<file path="src/rtl/fu_branch_pipe.sv">
// +-----------------------------------------------------------------------------+
// | fu_branch_pipe                                                              |
// | Two-stage branch/jump unit: E-stage resolve plus a DEPTH-entry completion   |
// | FIFO. Optional macro BR_MISALIGN_CHECK_EN adds complete_misaligned.         |
// | Revision: 1.0                                                               |
// +-----------------------------------------------------------------------------+
`timescale 1ns/1ps
`default_nettype none

module fu_branch_pipe #(
  parameter int XLEN    = 32,
  parameter int ORDER_W = 64,
  parameter int DEPTH   = 2
) (
  input  logic               clk,
  input  logic               rst,
  input  logic               flush,
  input  logic               issue_valid,
  output logic               issue_ready,
  input  logic [3:0]         issue_op,
  input  logic [XLEN-1:0]    issue_pc,
  input  logic [XLEN-1:0]    issue_vj,
  input  logic [XLEN-1:0]    issue_vk,
  input  logic [XLEN-1:0]    issue_imm,
  input  logic [4:0]         issue_rd,
  input  logic [ORDER_W-1:0] issue_order,
  input  logic               issue_pred_taken,
  input  logic [XLEN-1:0]    issue_pred_target,
  output logic               redirect_valid,
  output logic [XLEN-1:0]    redirect_target,
  output logic               complete_valid,
  input  logic               complete_ready,
  output logic [4:0]         complete_rd,
  output logic [XLEN-1:0]    complete_data,
  output logic [XLEN-1:0]    complete_pc_wdata,
  output logic [ORDER_W-1:0] complete_order,
  output logic               complete_mispredict,
`ifdef BR_MISALIGN_CHECK_EN
  output logic               complete_misaligned,
`endif
  output logic               busy
);

  localparam int               PTR_W    = (DEPTH > 1) ? $clog2(DEPTH) : 1;
  localparam int               CNT_W    = $clog2(DEPTH + 1);
  localparam logic [CNT_W-1:0] FULL_CNT = CNT_W'(DEPTH);
  localparam logic [PTR_W-1:0] LAST_PTR = PTR_W'(DEPTH - 1);
  localparam logic [XLEN-1:0]  FOUR     = XLEN'(4);

  localparam logic [3:0] OP_JAL  = 4'b1000;
  localparam logic [3:0] OP_JALR = 4'b1001;

  // ---------------------------------------------------------------------------
  // E stage
  // ---------------------------------------------------------------------------
  logic               e_valid_q;
  logic [3:0]         e_op_q;
  logic [XLEN-1:0]    e_pc_q;
  logic [XLEN-1:0]    e_vj_q;
  logic [XLEN-1:0]    e_vk_q;
  logic [XLEN-1:0]    e_imm_q;
  logic [4:0]         e_rd_q;
  logic [ORDER_W-1:0] e_order_q;
  logic               e_pred_taken_q;
  logic [XLEN-1:0]    e_pred_target_q;

  logic w_issue_fire;
  logic w_e_adv;
  logic w_push;
  logic w_pop;

  assign w_issue_fire = issue_valid && issue_ready && !flush;

  always_ff @(posedge clk) begin
    if (rst || flush) begin
      e_valid_q <= 1'b0;
    end else if (w_issue_fire) begin
      e_valid_q <= 1'b1;
    end else if (w_e_adv) begin
      e_valid_q <= 1'b0;
    end
  end

  always_ff @(posedge clk) begin
    if (rst) begin
      e_op_q          <= '0;
      e_pc_q          <= '0;
      e_vj_q          <= '0;
      e_vk_q          <= '0;
      e_imm_q         <= '0;
      e_rd_q          <= '0;
      e_order_q       <= '0;
      e_pred_taken_q  <= 1'b0;
      e_pred_target_q <= '0;
    end else if (w_issue_fire) begin
      e_op_q          <= issue_op;
      e_pc_q          <= issue_pc;
      e_vj_q          <= issue_vj;
      e_vk_q          <= issue_vk;
      e_imm_q         <= issue_imm;
      e_rd_q          <= issue_rd;
      e_order_q       <= issue_order;
      e_pred_taken_q  <= issue_pred_taken;
      e_pred_target_q <= issue_pred_target;
    end
  end

  // ---------------------------------------------------------------------------
  // Resolve
  // ---------------------------------------------------------------------------
  logic            w_is_br;
  logic            w_is_jal;
  logic            w_is_jalr;
  logic            w_is_jump;
  logic [2:0]      w_funct3;
  logic            w_eq;
  logic            w_lt_s;
  logic            w_lt_u;
  logic            w_br_cond;
  logic            w_taken;
  logic [XLEN-1:0] w_jalr_sum;
  logic [XLEN-1:0] w_pc_rel;
  logic [XLEN-1:0] w_target;
  logic [XLEN-1:0] w_seq_pc;
  logic [XLEN-1:0] w_next_pc;
  logic [XLEN-1:0] w_link;
  logic [4:0]      w_rd;
  logic            w_mispredict;
  logic            w_misaligned;
  logic            w_report_misp;

  assign w_is_br   = !e_op_q[3];
  assign w_is_jal  = (e_op_q == OP_JAL);
  assign w_is_jalr = (e_op_q == OP_JALR);
  assign w_is_jump = w_is_jal || w_is_jalr;
  assign w_funct3  = e_op_q[2:0];

  assign w_eq   = (e_vj_q == e_vk_q);
  assign w_lt_s = ($signed(e_vj_q) < $signed(e_vk_q));
  assign w_lt_u = (e_vj_q < e_vk_q);

  // funct3 010/011 are reserved and resolve as not-taken
  always_comb begin
    w_br_cond = 1'b0;
    case (w_funct3)
      3'b000:  w_br_cond = w_eq;
      3'b001:  w_br_cond = !w_eq;
      3'b100:  w_br_cond = w_lt_s;
      3'b101:  w_br_cond = !w_lt_s;
      3'b110:  w_br_cond = w_lt_u;
      3'b111:  w_br_cond = !w_lt_u;
      default: w_br_cond = 1'b0;
    endcase
  end

  assign w_taken    = w_is_jump || (w_is_br && w_br_cond);
  assign w_jalr_sum = e_vj_q + e_imm_q;
  assign w_pc_rel   = e_pc_q + e_imm_q;
  assign w_target   = w_is_jalr ? {w_jalr_sum[XLEN-1:1], 1'b0} : w_pc_rel;
  assign w_seq_pc   = e_pc_q + FOUR;
  assign w_next_pc  = w_taken ? w_target : w_seq_pc;
  assign w_link     = w_is_jump ? w_seq_pc : '0;
  assign w_rd       = w_is_jump ? e_rd_q : 5'd0;

  assign w_mispredict = (w_taken != e_pred_taken_q) ||
                        (w_taken && (w_target != e_pred_target_q));

`ifdef BR_MISALIGN_CHECK_EN
  assign w_misaligned = w_taken && (w_next_pc[1:0] != 2'b00);
`else
  assign w_misaligned = 1'b0;
`endif

  // A misaligned target is handed to the trap path instead of redirecting
  assign w_report_misp = w_mispredict && !w_misaligned;

  // ---------------------------------------------------------------------------
  // Completion FIFO
  // ---------------------------------------------------------------------------
  logic [PTR_W-1:0] wr_ptr_q, wr_ptr_d;
  logic [PTR_W-1:0] rd_ptr_q, rd_ptr_d;
  logic [CNT_W-1:0] count_q,  count_d;

  logic [4:0]         fifo_rd_q    [DEPTH];
  logic [XLEN-1:0]    fifo_data_q  [DEPTH];
  logic [XLEN-1:0]    fifo_npc_q   [DEPTH];
  logic [ORDER_W-1:0] fifo_order_q [DEPTH];
  logic               fifo_misp_q  [DEPTH];

  function automatic logic [PTR_W-1:0] ptr_inc(input logic [PTR_W-1:0] p);
    return (p == LAST_PTR) ? '0 : p + 1'b1;
  endfunction

  assign complete_valid = (count_q != '0);
  assign w_pop          = complete_valid && complete_ready;
  assign w_e_adv        = e_valid_q && ((count_q < FULL_CNT) || w_pop);
  assign w_push         = w_e_adv;

  always_comb begin
    wr_ptr_d = wr_ptr_q;
    rd_ptr_d = rd_ptr_q;
    count_d  = count_q;
    if (w_push) begin
      wr_ptr_d = ptr_inc(wr_ptr_q);
    end
    if (w_pop) begin
      rd_ptr_d = ptr_inc(rd_ptr_q);
    end
    case ({w_push, w_pop})
      2'b10:   count_d = count_q + 1'b1;
      2'b01:   count_d = count_q - 1'b1;
      default: count_d = count_q;
    endcase
    if (flush) begin
      wr_ptr_d = '0;
      rd_ptr_d = '0;
      count_d  = '0;
    end
  end

  always_ff @(posedge clk) begin
    if (rst) begin
      wr_ptr_q <= '0;
      rd_ptr_q <= '0;
      count_q  <= '0;
    end else begin
      wr_ptr_q <= wr_ptr_d;
      rd_ptr_q <= rd_ptr_d;
      count_q  <= count_d;
    end
  end

  // Storage needs no reset: every read is gated by complete_valid
  always_ff @(posedge clk) begin
    if (w_push && !flush && !rst) begin
      fifo_rd_q[wr_ptr_q]    <= w_rd;
      fifo_data_q[wr_ptr_q]  <= w_link;
      fifo_npc_q[wr_ptr_q]   <= w_next_pc;
      fifo_order_q[wr_ptr_q] <= e_order_q;
      fifo_misp_q[wr_ptr_q]  <= w_report_misp;
    end
  end

`ifdef BR_MISALIGN_CHECK_EN
  logic fifo_mis_q [DEPTH];

  always_ff @(posedge clk) begin
    if (w_push && !flush && !rst) begin
      fifo_mis_q[wr_ptr_q] <= w_misaligned;
    end
  end

  assign complete_misaligned = complete_valid ? fifo_mis_q[rd_ptr_q] : 1'b0;
`endif

  // ---------------------------------------------------------------------------
  // Outputs
  // ---------------------------------------------------------------------------
  assign issue_ready         = !e_valid_q || w_e_adv;
  assign redirect_valid      = w_e_adv && w_report_misp;
  assign redirect_target     = e_valid_q ? w_next_pc : '0;
  assign complete_rd         = complete_valid ? fifo_rd_q[rd_ptr_q]    : 5'd0;
  assign complete_data       = complete_valid ? fifo_data_q[rd_ptr_q]  : '0;
  assign complete_pc_wdata   = complete_valid ? fifo_npc_q[rd_ptr_q]   : '0;
  assign complete_order      = complete_valid ? fifo_order_q[rd_ptr_q] : '0;
  assign complete_mispredict = complete_valid ? fifo_misp_q[rd_ptr_q]  : 1'b0;
  assign busy                = e_valid_q || complete_valid;

endmodule

`default_nettype wire

</file>
<file path="config.mk">
export PLATFORM = sky130hd
export DESIGN_NAME = fu_branch_pipe
export DESIGN_NICKNAME = d
export VERILOG_FILES = /design/src/rtl/fu_branch_pipe.sv
export SDC_FILE = /design/constraint.sdc
export NUM_CORES = 1
export LEC_CHECK = 0
export CORE_MARGIN = 1.5
export CORE_UTILIZATION = 49
export DETAILED_ROUTE_END_ITERATION = 6
export GPL_ROUTABILITY_DRIVEN = 0
export HOLD_SLACK_MARGIN = 0.15
export PLACE_DENSITY_LB_ADDON = 0.08
export SYNTH_ARGS = -nofsm -noshare
export SYNTH_HDL_FRONTEND = slang
export SYNTH_SLANG_ARGS = --single-unit
</file>
<file path="constraint.sdc">
create_clock -name clk -period 12.55 [get_ports clk]
set_input_delay 2.51 -clock clk [delete_from_list [all_inputs] [get_ports clk]]
set_output_delay 2.51 -clock clk [all_outputs]
set_load 0.005 [all_outputs]
</file>
==> impl_metrics.yaml <==
cells_and_area:
  drive_gt1_share_pct: 4.29
  final_nets: 3320
  n_antenna_cell: 0
  instances_no_fill: 3699
  final_cell_area_um2: 31500
  area_growth_pct: 25.0
  n_fill_cell: 4280
yosys:
  ys_seq_elements: 508
  synth_area_per_cell_um2: 9.48
  synth-edff-count: 268
  yosysWarnings: 0
  ys_seq_area_share_pct: 51.0
  synth-main-ff-cell: "edfxtp_1"
  ys_top_cells_by_area: "edfxtp_1, dfxtp_1, nand2_1"
  async_flop_share_pct: 0
  synthesis.area_um2: 25200
  syn_nets: 2993
  synth_top_area_share_pct: 31.9
  syn_inst: 2657
  synth_cell_types: 79
  synth_top_area_cell: "edfxtp_1"
timing:
  drv_slew: 0
  finalHoldViolations: 0
  fin_worst_skew_ns: 0.0161
  slew_headroom_pct: 20.5
  setup-violations-final: 0
  fin_ws_ns: 4.75
  finalCritPeriodShare_pct: 62.2
  tightest_slew_ns: 1.19
  rsz0062_at_grt: "false"
  fmax_mhz: 128
  holdWs_ns: 0.448
  finalCriticalPeriod_ns: 7.80
outcome:
  status: "completed"
power_and_ir_drop:
  p_int_w: 0.00290
  fin_total_pwr_w: 0.00382
  peakVddDrop_uv: 105
  leakage_nw: 11.1
  clkPwrFrac_pct: 41.3
  p_switching_w: 0.000922
  p_per_area_nw_per_um2: 121
  comb_power_share_pct: 10.9
  pwr-share-seq_pct: 47.8
  p_sw_share_pct: 24.1
setup_path:
  crit_path_end_kind: "output pin"
  crit_type: "flip-flop to output pin"
  r2r_end: "fifo_misp_q[0]$_DFFE_PP_"
  crit_required_ns: 10.04
  worstPathMaxFanout: 7
  r2r_cells: 13
  rr_startpoint: "e_pc_q[0]$_SDFFE_PP0P_"
  r2r_slack_ns: 8.04
  start_kind: "flip-flop"
  crit_arrival_ns: 5.29
detailed_routing:
  num_vias: 20829
  antenna_left: 0
  routed_wl_um: 75100
  drt_iter0_markers: 1606
  wl_per_cell_um: 20.3
  drc: 0
  vias_per_cell: 5.63
  detail_route.first_pass.iterations: 5
global_route:
  gr-total-overflow: 0
  antenna_found_initial: 0
  grt_first_pass_wirelength_um: 114000
  grt_max_degree: 184
  first_global_vias: 20262
  grt_usage_pct: 27.5
die:
  die_area_um2: 52800
  coreArea_um2: 50500
  die_h_um: 230
  initial_core_util_pct: 49.9
  ioPinCount: 409
  dieWidth_um: 230
  fp-row-count: 82
worst_hold_path:
  hp-class: "flip-flop to flip-flop"
  hold_end: "fifo_order_q[0][9]$_DFFE_PP_"
  min_from: "e_order_q[9]$_SDFFE_PP0P_"
  hold-path-cell-count: 0
clocking:
  cts_tree: "done"
  hold_buffers: 0
  cts-root-buf: "clkbuf_16"
  htreeDepth: 2
  insertion_delay_ns: 0.61
  cts_inserted_buffers: 53
  path_clk_slew_ns: 0.06
  cts_sinks: 508
  clockBufferDepth: 3
  cts_setup_buffers: 0
  ctsResizeCount: 0
placed_design:
  dp_hpwl_um: 53800
  dpl_worst_slack_ns: 5.34
  port_buffers: 408
  dp.cells: 3601
  place_area_um2: 29700
run:
  maxCapViolations: 0
## Yosys cell counts (7+ instances only)
cell      count
nor2_1      240
a21o_1       28
inv_1        51
and3_1       28
o21a_1       10
ha_1         95
and4_1        9
and2_1       41
nand2b_1      8
nor3_1       35
edfxtp_1    268
nand2_1     553
xor2_1       47
xnor2_1      58
nor2b_1       7
clkbuf_1    118
dfxtp_1     240
buf_2        11
a211oi_1     18
or3_1        13
mux2i_1     159
a31oi_1      16
o21ai_0      57
nand3_1      31
nand4_1      34
nor3b_1       9
buf_1        22
a21oi_1     328
o211ai_1     15
## per-layer routing
metal / part of all wire (%) / up-vias / global-route usage, %
met3: 5.6 / 153 / 3.17
met5: 0 / - / 0
met4: 4.4 / 0 / 12.1
met2: 48 / 742 / 45.7
met1: 42 / 9943 / 36.3
li1: - / 9991 / -
## cell families (layout without fill, tap and decap cells)
family	after synthesis	count (layout)	synth area share, %
xor gates and xnor gates	109	109	4.01
and+or+nand+nor	1032	1032	17.7
adders and majority gates	97	97	4.88
DFF	508	508	51.0
AOI/OAI and AO/OA	543	543	12.8
muxes	163	163	6.49
buffers and inverters	205	575	3.14
## layout by cell type (no fill, tap or decap), types with 5 or more instances in the layout
cell type and n:
o21ai_0 57, ha_1 95, and2_1 41, xnor2_1 58, a211o_1 6, clkbuf_1 14
clkdlybuf4s50_1 407, o21a_1 10, nor2_1 239, and4_1 9, and3_1 28, nand4_1 34
a21oi_1 328, edfxtp_1 268, o31a_1 6, a211oi_1 18, inv_1 51, a31oi_1 15
or3_1 13, dfxtp_1 239, nand2_1 553, o211ai_1 15, nor3_1 33, a21o_1 28
nand3_1 31, bufinv_16 6, xor2_1 47, o31ai_1 5, mux2i_1 159, clkbuf_16 53
nor3b_1 8, nand2b_1 8, buf_4 17, clkinv_2 11, a21boi_0 6, nor2b_1 7
## registers in the layout, indices dropped and copies added (netlist names), 4 cells and up, named ones only
name and flops:
e_vj_q 32, e_imm_q 32, e_op_q 4, e_rd_q 5, fifo_data_q 64, e_pc_q 32, fifo_order_q 128, e_order_q 64
fifo_rd_q 10, e_vk_q 32, e_pred_target_q 32, fifo_npc_q 64
## stage by stage
step / util [%] / TNS [ns]
after floorplan: - / -111.20
after global placement: 58.9 / 0
after detailed placement: 58.9 / 0
after CTS: 62.4 / 0
after global routing: 62.4 / 0
final: 62.4 / 0
## worst max-delay path by stage
stage                                        to  cells after the start  slack [ns]              startpoint
floorplan           fifo_data_q[0][0]$_DFFE_PP_                      4       -0.41                     rst
global placement                 redirect_valid                     13        5.36  e_pc_q[0]$_SDFFE_PP0P_
detailed placement               redirect_valid                     13        5.34  e_pc_q[0]$_SDFFE_PP0P_
CTS                              redirect_valid                     13        4.69  e_pc_q[0]$_SDFFE_PP0P_
global route                     redirect_valid                     13        4.42  e_vj_q[7]$_SDFFE_PP0P_
finish                           redirect_valid                     14        4.75  e_pc_q[0]$_SDFFE_PP0P_
## layout make-up
| cell class | instances | area, um2 | share of cell area (%) |
|---|---|---|---|
| clock inverter | 27 | 325 | 1.03 |
| timing repair buffer | 426 | 4230 | 13.4 |
| inverter | 51 | 191 | 0.608 |
| clock buffer | 71 | 1430 | 4.55 |
| tap | 672 | 841 | 2.67 |
| multi-input combinational | 1944 | 11600 | 36.9 |
| sequential | 508 | 12900 | 40.8 |
## power by group through the flow
stage          logic (W)  registers [W]  clock network (W)
2_1_floorplan   0.000237        0.00185                  0
3_3_place_gp    0.000406        0.00186                  0
3_5_place_dp    0.000412        0.00186                  0
4_1_cts         0.000415        0.00183            0.00161
5_1_grt         0.000451        0.00183            0.00167
6_report        0.000417        0.00183            0.00158
## critical path, cell delays in order (launching register included)
cell             delay, ns
dfxtp_1               0.34
ha_1                  0.23
fa_1                  0.41
a21o_1                0.21
a221o_2               0.43
a22o_4                0.31
o211a_1               0.21
nor3_1                0.42
xor2_1                0.13
or3b_1                0.40
a2111oi_2             0.34
nand4_1               0.19
a2111oi_2             0.41
a211oi_1              0.15
clkdlybuf4s50_1       0.51
(Power assumes the default switching activity.)
==> RTL change (same flow settings) <==
The option `BR_MISALIGN_CHECK_EN` is turned on by a define.
--- a/src/rtl/fu_branch_pipe.sv
+++ b/src/rtl/fu_branch_pipe.sv
@@ -8,2 +8,4 @@
 `default_nettype none
+
+`define BR_MISALIGN_CHECK_EN
 
Function (old outputs only; new: complete_misaligned): changed (Yosys sat finds a counterexample within 4 cycles, from zero or initial values and one cycle with rst high).
==> RTL change against the original RTL <==
Final cell count rose by 0.62%; total power increased by 0.37%; area after synthesis up 1.0%; die area grew 1.0%; design area grew 0.70%; largest power group unchanged; setup slack better by 170 ps; critical endpoint unchanged; routed wire length grew 3.8%; fmax up 2.2%; critical path type unchanged; sequential cell count increased by 2.
==> RTL change: results <==
set metrics [dict create \
    startpoint "e_vj_q[31]" \
    regToRegSetupSlack_ps 8240 \
    drive_above_1_share_pct 4.57 \
    ir_worst_vdd_uv 107 \
    grt_max_degree 180 \
    synth_nets 3016 \
    track_usage_pct 28.5 \
    largest_reg_flops 128 \
    clock-root-buffer "clkbuf_16" \
    dpl_cell_area_sq_um 29900 \
    cpLargestDelayFamily "simple AND/OR/NAND/NOR gates" \
    clk_pin_slew_worst_paths_ps 60 \
    drt_iter0_markers 1670 \
    worstPathArrival_ps 5120 \
    vias_per_cell 5.70 \
    intPower_uw 2910 \
    yosys-top-cells-count "nand2_1, a21oi_1, edfxtp_1, dfxtp_1, nor2_1" \
    regMostFlops "fifo_order_q" \
    worstReg2RegEnd "fifo_misp_q[0]" \
    reg2regPathDepth 13 \
    slew_headroom_pct 19.3 \
    io_buffers 409 \
    slowest_stage "nor4_1" \
    first_global_vias 20600 \
    ys_seq_area_share_pct 50.7 \
    synth.distinct_cells 87 \
    grt_pass1_wl_mm 117 \
    n_fill_cell 4321 \
    cts_buffers 52 \
    dp_hpwl_mm 56.8 \
    synth_edf_count 270 \
    cts.htree.levels 2 \
    post_cts.repair.setup_buffers 0 \
    yosysWarnings 0 \
    wirelength_mm 77.9 \
    p_leak_uw 0.0112 \
    antenna_found_initial 3 \
    insertion_delay_ps 610 \
    ctsResizeCount 0 \
    synth.area.top_cells "edfxtp_1, dfxtp_1, nand2_1" \
    path_max_fanout 44 \
    dr.pass1.iters 6 \
    status "finished clean" \
    cts-hold-fix-buffers 0 \
    fin_nets 3332 \
    skew_ps 27.7 \
    slowest_delay_ps 810 \
    hold_class "reg -> reg" \
]
RTL change: cell types whose count changed after synthesis, moves of 6 or more:
cell	delta
nor2_1	-10
xor2_1	+7
nand2_1	+15
a31oi_1	-6
a21o_1	-9
a211oi_1	-9
o211ai_1	-8
buf_2	+6
mux2i_1	+18
o21ai_1	+7
RTL change: area by class of cell:
type	instances	area [sq um]	share of cell area, %
sequential	510	12900	40.7
antenna	2	5.00	0.0158
tap	680	851	2.68
multi-input combinational	1954	11700	36.9
clock inverter	21	250	0.789
inverter	51	191	0.604
timing repair buffer	427	4270	13.5
clock buffer	77	1530	4.82
RTL change: stage by stage:
step	std cells	worst slack, ps	util (%)	setup TNS, ps	total power, uW
after floorplan	2680	-485	-	-131000	2090
after global placement	3622	5620	58.3	0	2270
after detailed placement	3622	5570	58.3	0	2280
after CTS	3720	4920	61.8	0	3860
after global routing	3722	4740	61.8	0	3960
final	3722	4920	61.8	0	3840
RTL change: power groups by stage:
stage	Sequential (uW)	Clock (uW)	Combinational (uW)
6_report	1840	1590	414
5_1_grt	1840	1670	448
4_1_cts	1840	1610	412
3_5_place_dp	1870	0	409
3_3_place_gp	1870	0	403
2_1_floorplan	1850	0	236
RTL change: cells by family (layout without fill, tap and decap cells):
logic type / after synthesis / count (layout) / share of synthesized area (%)
AND/OR/NAND/NOR: 1026 / 1026 / 17.5
AO/OA/AOI/OAI: 537 / 537 / 12.3
flip-flops: 510 / 510 / 50.7
buffers and inverters: 216 / 576 / 3.47
multiplexers: 183 / 183 / 7.22
XOR/XNOR: 111 / 111 / 3.93
adder cells (fa/ha/maj): 97 / 97 / 4.83
other: 0 / 2 / 0
RTL change: worst reg2reg max path, delay by kind of cell, from the launching register on:
kind / cells / cell delay [ps]
flip-flops: 1 / 370
AND/OR/NAND/NOR: 8 / 2050
buffers and inverters: 1 / 310
adder cells (fa/ha/maj): 1 / 410
multiplexers: 1 / 350
AO/OA/AOI/OAI: 2 / 560
RTL change: worst min path at each step:
stage                        from                  end  slack (ps)  cells after the start
finish              e_order_q[62]  fifo_order_q[0][62]         440                      0
CTS                 e_order_q[62]  fifo_order_q[0][62]         450                      0
floorplan            e_order_q[0]   fifo_order_q[0][0]         430                      0
global route         e_order_q[7]   fifo_order_q[1][7]         460                      0
global placement    e_order_q[29]  fifo_order_q[1][29]         430                      0
detailed placement  e_order_q[48]  fifo_order_q[1][48]         440                      0
RTL change: routing by layer:
metal  GRT usage, %  part of all wire [%]
met1           36.6                    41
met2           47.5                    47
met3           4.06                   6.6
met4           12.9                   4.8
met5              0                     0
